File: src/rtl/seq_generator.sv
// Command-driven rising/falling/equal sample generator feeding the 4-bit sequence detector.
// Optional macro SEQ_GEN_ERR_INJ_EN adds ERR_INJ to corrupt bit 0 of a single emitted sample.
module seq_generator #(
    parameter int unsigned DW    = 4,
    parameter int unsigned LEN_W = 4,
    parameter int unsigned GAP_W = 2
) (
    input  logic             SYSCLK,
    input  logic             RST_B,
    input  logic             CMD_VALID,
    output logic             CMD_READY,
    input  logic [1:0]       CMD_MODE,
    input  logic [DW-1:0]    CMD_START,
    input  logic [LEN_W-1:0] CMD_LEN,
    input  logic [GAP_W-1:0] CMD_GAP,
    input  logic             HOLD,
`ifdef SEQ_GEN_ERR_INJ_EN
    input  logic             ERR_INJ,
`endif
    output logic             OUT_VALID,
    output logic [1:0]       OUT_MODE,
    output logic [DW-1:0]    OUT_DATA,
    output logic             BUSY,
    output logic             DONE
);

    typedef enum logic [1:0] {
        S_IDLE = 2'd0,
        S_EMIT = 2'd1,
        S_GAP  = 2'd2,
        S_DONE = 2'd3
    } state_t;

    state_t             r_state;
    logic [DW-1:0]      r_cur;
    logic [LEN_W-1:0]   r_rem;
    logic [GAP_W-1:0]   r_gapld;
    logic [GAP_W-1:0]   r_gapcnt;
    logic               r_valid;
    logic [1:0]         r_mode;
    logic [DW-1:0]      r_data;
    logic               r_busy;
    logic               r_done;
    logic               r_ready;

    state_t             w_state;
    logic [DW-1:0]      w_cur;
    logic [LEN_W-1:0]   w_rem;
    logic [GAP_W-1:0]   w_gapld;
    logic [GAP_W-1:0]   w_gapcnt;
    logic               w_valid;
    logic [1:0]         w_mode;
    logic [DW-1:0]      w_data;
    logic [DW-1:0]      w_cur_step;
    logic               w_err_inj;

`ifdef SEQ_GEN_ERR_INJ_EN
    assign w_err_inj = ERR_INJ;
`else
    assign w_err_inj = 1'b0;
`endif

    // Per-mode advance of the current value; modes 10 and 11 hold it
    always_comb begin
        w_cur_step = r_cur;
        case (r_mode)
            2'b00:   w_cur_step = r_cur + DW'(1);
            2'b01:   w_cur_step = r_cur - DW'(1);
            default: w_cur_step = r_cur;
        endcase
    end

    // Next-state and datapath updates
    always_comb begin
        w_state  = r_state;
        w_cur    = r_cur;
        w_rem    = r_rem;
        w_gapld  = r_gapld;
        w_gapcnt = r_gapcnt;
        w_valid  = 1'b0;
        w_mode   = r_mode;
        w_data   = r_data;
        case (r_state)
            S_IDLE: begin
                if (CMD_VALID && r_ready) begin
                    w_cur   = CMD_START;
                    w_rem   = CMD_LEN;
                    w_gapld = CMD_GAP;
                    w_mode  = CMD_MODE;
                    w_state = (CMD_LEN == '0) ? S_DONE : S_EMIT;
                end
            end
            S_EMIT: begin
                if (!HOLD) begin
                    w_valid = 1'b1;
                    w_data  = r_cur ^ DW'(w_err_inj);
                    w_cur   = w_cur_step;
                    w_rem   = r_rem - LEN_W'(1);
                    if (r_rem == LEN_W'(1)) begin
                        w_state = S_DONE;
                    end else if (r_gapld != '0) begin
                        w_state  = S_GAP;
                        w_gapcnt = r_gapld;
                    end
                end
            end
            S_GAP: begin
                if (!HOLD) begin
                    w_gapcnt = r_gapcnt - GAP_W'(1);
                    if (r_gapcnt == GAP_W'(1)) begin
                        w_state = S_EMIT;
                    end
                end
            end
            S_DONE: begin
                w_state = S_IDLE;
            end
            default: begin
                w_state = S_IDLE;
            end
        endcase
    end

    // State register; status flags are registered decodes of the next state
    always_ff @(posedge SYSCLK or negedge RST_B) begin
        if (!RST_B) begin
            r_state  <= S_IDLE;
            r_cur    <= '0;
            r_rem    <= '0;
            r_gapld  <= '0;
            r_gapcnt <= '0;
            r_valid  <= 1'b0;
            r_mode   <= 2'b11;
            r_data   <= '0;
            r_busy   <= 1'b0;
            r_done   <= 1'b0;
            r_ready  <= 1'b1;
        end else begin
            r_state  <= w_state;
            r_cur    <= w_cur;
            r_rem    <= w_rem;
            r_gapld  <= w_gapld;
            r_gapcnt <= w_gapcnt;
            r_valid  <= w_valid;
            r_mode   <= w_mode;
            r_data   <= w_data;
            r_busy   <= (w_state != S_IDLE);
            r_done   <= (w_state == S_DONE);
            r_ready  <= (w_state == S_IDLE);
        end
    end

    assign CMD_READY = r_ready;
    assign OUT_VALID = r_valid;
    assign OUT_MODE  = r_mode;
    assign OUT_DATA  = r_data;
    assign BUSY      = r_busy;
    assign DONE      = r_done;

endmodule

File: config.mk
export PLATFORM = sky130hd
export DESIGN_NAME = seq_generator
export DESIGN_NICKNAME = d
export VERILOG_FILES = /design/src/rtl/seq_generator.sv
export SDC_FILE = /design/constraint.sdc
export NUM_CORES = 1
export LEC_CHECK = 0
export BUFFER_PORTS_ARGS = -buffer_cell sky130_fd_sc_hd__buf_2
export CORE_AREA = 2 2 61 57
export DETAILED_ROUTE_END_ITERATION = 10
export DIE_AREA = 0 0 63 59
export GPL_TIMING_DRIVEN = 0
export PLACE_DENSITY = 0.71
export SYNTH_ARGS = -nofsm -noshare
export SYNTH_HDL_FRONTEND = slang
export SYNTH_SLANG_ARGS = --single-unit
export TNS_END_PERCENT = 5
File: constraint.sdc
create_clock -name SYSCLK -period 3.9 [get_ports SYSCLK]
set_clock_uncertainty 0.05 [all_clocks]
set_input_delay 0.78 -clock SYSCLK [delete_from_list [all_inputs] [get_ports SYSCLK]]
set_output_delay 0.78 -clock SYSCLK [all_outputs]
set_load 0.01 [all_outputs]
# Word level (Yosys, flattened, before mapping)
# Index checks and enable logic that the tools add are counted.
dict set report op_classes {
  add_sub_neg 4
  reduce_logical 14
  mux 22
  n_bitwise 1
  eq_ne 13
}
# op n
set ops {}
lappend ops {{4-bit case mux with 2 select lines} 3}
lappend ops {{2-bit two-way mux} 11}
lappend ops {{4-bit two-way mux} 4}
lappend ops {{2-bit inequality test (second input constant)} 5}
lappend ops {{2-bit case mux with 4 select lines} 1}
lappend ops {{2-bit nonzero test} 4}
lappend ops {{4-bit by 1-bit subtractor with 4-bit output (second input constant)} 2}
lappend ops {{2-bit by 1-bit == test with 1-bit output (second input constant)} 3}
lappend ops {{2-bit == test (second input constant)} 3}
lappend ops {{2-bit zero test} 3}
lappend ops {{5-bit AND reduction} 1}
lappend ops {{4-bit by 1-bit adder with 4-bit output (second input constant)} 1}
lappend ops {{4-bit by 1-bit == test with 1-bit output (second input constant)} 1}
lappend ops {{4-bit zero test} 1}
lappend ops {{2-bit case mux with 2 select lines} 1}
lappend ops {{2-bit AND reduction} 2}
lappend ops {{4-bit AND reduction} 1}
lappend ops {{3-bit by 1-bit inequality test with 1-bit output (second input constant)} 1}
lappend ops {{3-bit AND reduction} 1}
lappend ops {{1-bit two-way mux} 2}
lappend ops {{2-bit by 1-bit subtractor with 2-bit output (second input constant)} 1}
lappend ops {{1-bit logical AND} 1}
lappend ops {{1-bit NOT} 1}
dict set report word_totals {
  in_bits 16
  regBits 24
  elab_cells 65
}

# Logic depth before layout (Yosys ltp)
dict set report depth {
  ltp_word 6
  depth_mapped 7
  mapped_depth_nobuf 7
}

# Worst setup path before layout
# No wires, ideal clock.
dict set report synth_path {
  path_kind {input port to flip-flop}
  from {in HOLD}
  to {reg r_data[0], in the netlist OUT_DATA[0]}
  t_required_ps 3725
  path_stages 4
  slack_ps 2158
  setup_time_ps 125
  t_arrival_ps 1567
  path_buffers 2
  path_cell_list {clkbuf_2 nor3b_2 buf_6 mux2_2}
}
dict set report synth_via {
  elab_chain_cells 2
}
# item line
set synth_lines {}
lappend synth_lines {{start: declaration} 16} ;# input logic HOLD,
lappend synth_lines {{1-bit NOT (no source line)} -}
lappend synth_lines {{2-bit AND reduction (no source line)} -}
lappend synth_lines {{end signal: assignment} 146} ;# r_data <= w_data;
lappend synth_lines {{end: declaration} 41} ;# logic [DW-1:0] r_data;
# Every way passes these cells.
# A chain may end at the register's enable or synchronous reset.

# Final worst setup path
dict set report layout_path {
  from {reg r_ready, in the netlist CMD_READY}
  to {out CMD_READY}
}
# item line
set layout_lines {}
lappend layout_lines {{start: declaration} 44} ;# logic r_ready;
lappend layout_lines {{start signal: assignment} 149} ;# r_ready <= (w_state == S_IDLE);
lappend layout_lines {{end: declaration} 11} ;# output logic CMD_READY,
# No word-level cell between the ends.

==> metrics.md <==
| Metric | Value |
|---|---|
| Worst endpoint data arrival time | `1.06 ns` |
| Post-synth ARST share | `100%` |
| Synth Area in Adders | `under 10%` |
| Final #Nets | `around 180` |
| Worst setup margin | `a little over 2 ns` |
| Met2 Wirelength | `about 1300 um` |
| Buf+Inv Stages, Crit Path | `1` |
| Hold WC Path Type | `input pin to async pin` |
| Pleak | `0.710 nW` |
| Vias | `between 1,000 and 1,500` |
| Pin count of the biggest net entering global routing | `25` |
| Yosys top cell by area | `dfrtp_1` |
| Post-DP HPWL | `2090 um` |
| # setup viols final | `0` |
| Post-synth EDFFs | `0` |
| WS Path Type | `flop to output pin` |
| Chip Height | `about 60 um` |
| Row Count | `19` |
| RSZ-0062 raised after global routing | `false` |
| Clk Latency, worst-skew pair | `0.31 ns` |
| Initial antenna violation count | `0` |
| Startpoint types | `flop` |
| CTS buffer count | `3` |
| Synth Area per Inst | `about 10 um2` |
| Top cell type's share of synthesized area | `a little under 40%` |
| Setup slack, reg-to-reg | `roughly 2 ns` |
| Synth top area cells | `dfrtp_1 (40%), dfstp_2 (6.0%), nand2_1 (5.1%), ha_1 (3.8%), mux2_2 (3.4%)` |
| Fin. Hold Viols | `0` |
| Dpl ws | `a little under 2 ns` |
| Total design power | `0.00129 W` |
| Reg clk slew, reported paths | `0.14 ns` |
| Placer congestion estimate | `approximately 0.8` |
| Port bufs | `24` |
| Via density | `approximately 5.3` |
| Drt drc | `0` |
| CTS resizes | `0` |
| Worst R2R Start | `OUT_MODE[0]` |
| Crit path required time | `3.07 ns` |
| Number of max-cap violations | `0` |
| Post-Syn Instances | `approximately 130` |
| Total wire length | `2710 um` |
| Ys flop type | `dfrtp_1` |
| Max Freq | `529 MHz` |
| Die Wd | `63 um` |
| CTS Sinks | `24` |
| Status | `finished, final reports clean` |
| 1st-pass router iterations | `4` |
| CP top delay family | `flip-flops` |
| Avg WL per Cell | `13.6 um` |
| Crit. End Element | `output pin` |
| First-pass GRT wire length | `between 4000 and 5000 um` |
| DR top layer | `met4` |
| GR Util All Layers | `16.3%` |
| ANT nets after route | `0` |
| Fin crit period | `between 1.5 and 2 ns` |
| H-tree depth | `1` |
| Setup TNS | `0 ns` |
| Synth warnings | `0` |
| Worst r2r dst | `r_cur[2]` |
| Core area | `between 0.003 and 0.004 mm2` |
| GRT Residual Overflow | `0` |
| Post-Syn Area | `0.00132 mm2` |
| Initial core utilization | `between 40% and 50%` |
| Setup bufs post-CTS | `0` |
| Crit-path cells | `buf_2` |
| Root buffer cell | `clkbuf_4` |
| Worst Tran Pin Value | `0.527 ns` |
| Met1 WL | `between 1000 and 1500 um` |
| Vias in the first global route | `about 1,100` |
| # IOs | `26` |
| Crit-path max FO | `4` |
| XOR/XNOR share of the synthesized area | `less than 1%` |
| Slew Limit Headroom | `between 60 and 70%` |
| Slowest stage cell on the critical path | `dfstp_2` |
| Register bit total from synthesis | `24` |
| # diodes | `0` |
| Multiplexer share of the synthesized area | `under 10%` |
| Clock Tree Buf Depth | `2` |
| Starting DRC count in detailed routing | `44` |
| Final core occ | `51.3%` |
| Path depth of the worst reg2reg path | `7` |
| Final worst path period share | `48.5%` |
| Clock tree from TritonCTS | `done` |
| Hold Buf Count CTS | `0` |
| Most frequent cells after synthesis | `dfrtp_1 (21), nand2_1 (18), inv_1 (8)` |
| Largest family of logic cells by synthesized area | `compound AO/OA/AOI/OAI gates` |
| Critical path's largest stage delay | `~0.6 ns` |
| Complex-gate fraction of the synthesized area | `about a fifth` |
| Most common cell in the synthesized netlist | `dfrtp_1` |
| Netlist cell types | `37` |
| Seq/Total Area, Yosys | `approximately 46%` |
| PD cells | `~830 mW/mm2` |
| Routed wl met3 | `around 110 um` |
| Worst vdd ir | `between 0.3 and 0.4 mV` |
| Share of layout cells above drive strength 1 | `a little under a third` |
| Pins Over Slew Limit | `0` |
| Area growth from synthesis to layout | `17.0%` |
| Simple-Gate Fraction of Synth Area | `roughly 17%` |
| Synthesized Nets | `about 150` |
| Die ar. | `approximately 0.0037 mm2` |
-- sequential cells by signal, indices dropped and copies added, names as in the netlist --
signal / cells
BUSY: 1
CMD_READY: 1
DONE: 1
OUT_DATA: 4
OUT_MODE: 2
OUT_VALID: 1
r_cur: 4
r_gapcnt: 2
r_gapld: 2
r_rem: 4
r_state: 2
-- cell type report --
class | instances | area (um2)
tap | 42 | 52.6
buffer | 6 | 47.5
multi-input combinational | 91 | 641
inverter | 8 | 30.0
timing repair buffer | 24 | 120
sequential | 24 | 604
clock inverter | 1 | 30.0
clock buffer | 3 | 22.5
fill | 297 | 1470
-- layer usage --
| layer | global-route usage [%] | vias up |
|---|---|---|
| li1 | - | 518 |
| met4 | 8.89 | 0 |
| met3 | 2.28 | 6 |
| met5 | 0 | - |
| met2 | 27.4 | 23 |
| met1 | 20.9 | 505 |
-- logic make-up after synthesis --
group / count (synthesis)
compound gates: 37
xor+xnor: 1
fa+ha+maj: 4
buf+inv: 14
flops: 24
mux: 8
simple gates: 41
-- per-stage QoR --
stage               hold WS (ns)  cells  area [um2]
floorplan                  0.418    129        1320
global placement           0.407    195        1500
detailed placement         0.417    195        1500
CTS                        0.384    199        1550
global route               0.398    199        1550
finish                     0.370    199        1550
-- cells in the final DEF (no fill, tap or decap), drive strengths merged --
cell type | synthesis | final
mux2i | 4 | 4
a22oi | 1 | 1
a31oi | 2 | 2
a21oi | 8 | 8
mux2 | 4 | 4
and4bb | 1 | 1
o221a | 2 | 2
inv | 8 | 8
a2bb2oi | 3 | 3
a211oi | 2 | 2
nand2 | 18 | 18
nor2b | 3 | 3
bufinv | 0 | 1
o32a | 1 | 1
nor2 | 7 | 7
nor3 | 6 | 6
o211ai | 2 | 2
dfrtp | 21 | 21
o22ai | 4 | 4
and2 | 1 | 1
ha | 4 | 4
nand4bb | 1 | 1
nor3b | 2 | 2
o21ai | 9 | 9
xor2 | 1 | 1
clkbuf | 1 | 4
and3 | 1 | 1
buf | 5 | 29
a21o | 2 | 2
nand2b | 1 | 1
dfstp | 3 | 3
o31a | 1 | 1
-- worst max path at each step --
| stage | from | to | cells after the start |
|---|---|---|---|
| 2_1_floorplan | HOLD | OUT_DATA[0] | 4 |
| 3_3_place_gp | CMD_VALID | r_cur[0] | 6 |
| 3_5_place_dp | CMD_VALID | r_rem[0] | 6 |
| 4_1_cts | CMD_READY | CMD_READY | 1 |
| 5_1_grt | OUT_MODE[0] | r_cur[2] | 7 |
| 6_report | CMD_READY | CMD_READY | 1 |
-- power by group --
part,internal (W),switching (W),total [W]
Sequential,0.000382,0.000105,0.000487
Clock,0.000104,0.0000766,0.000180
Combinational,0.000302,0.000322,0.000623
No activity file was read; power rests on OpenSTA's default activity.
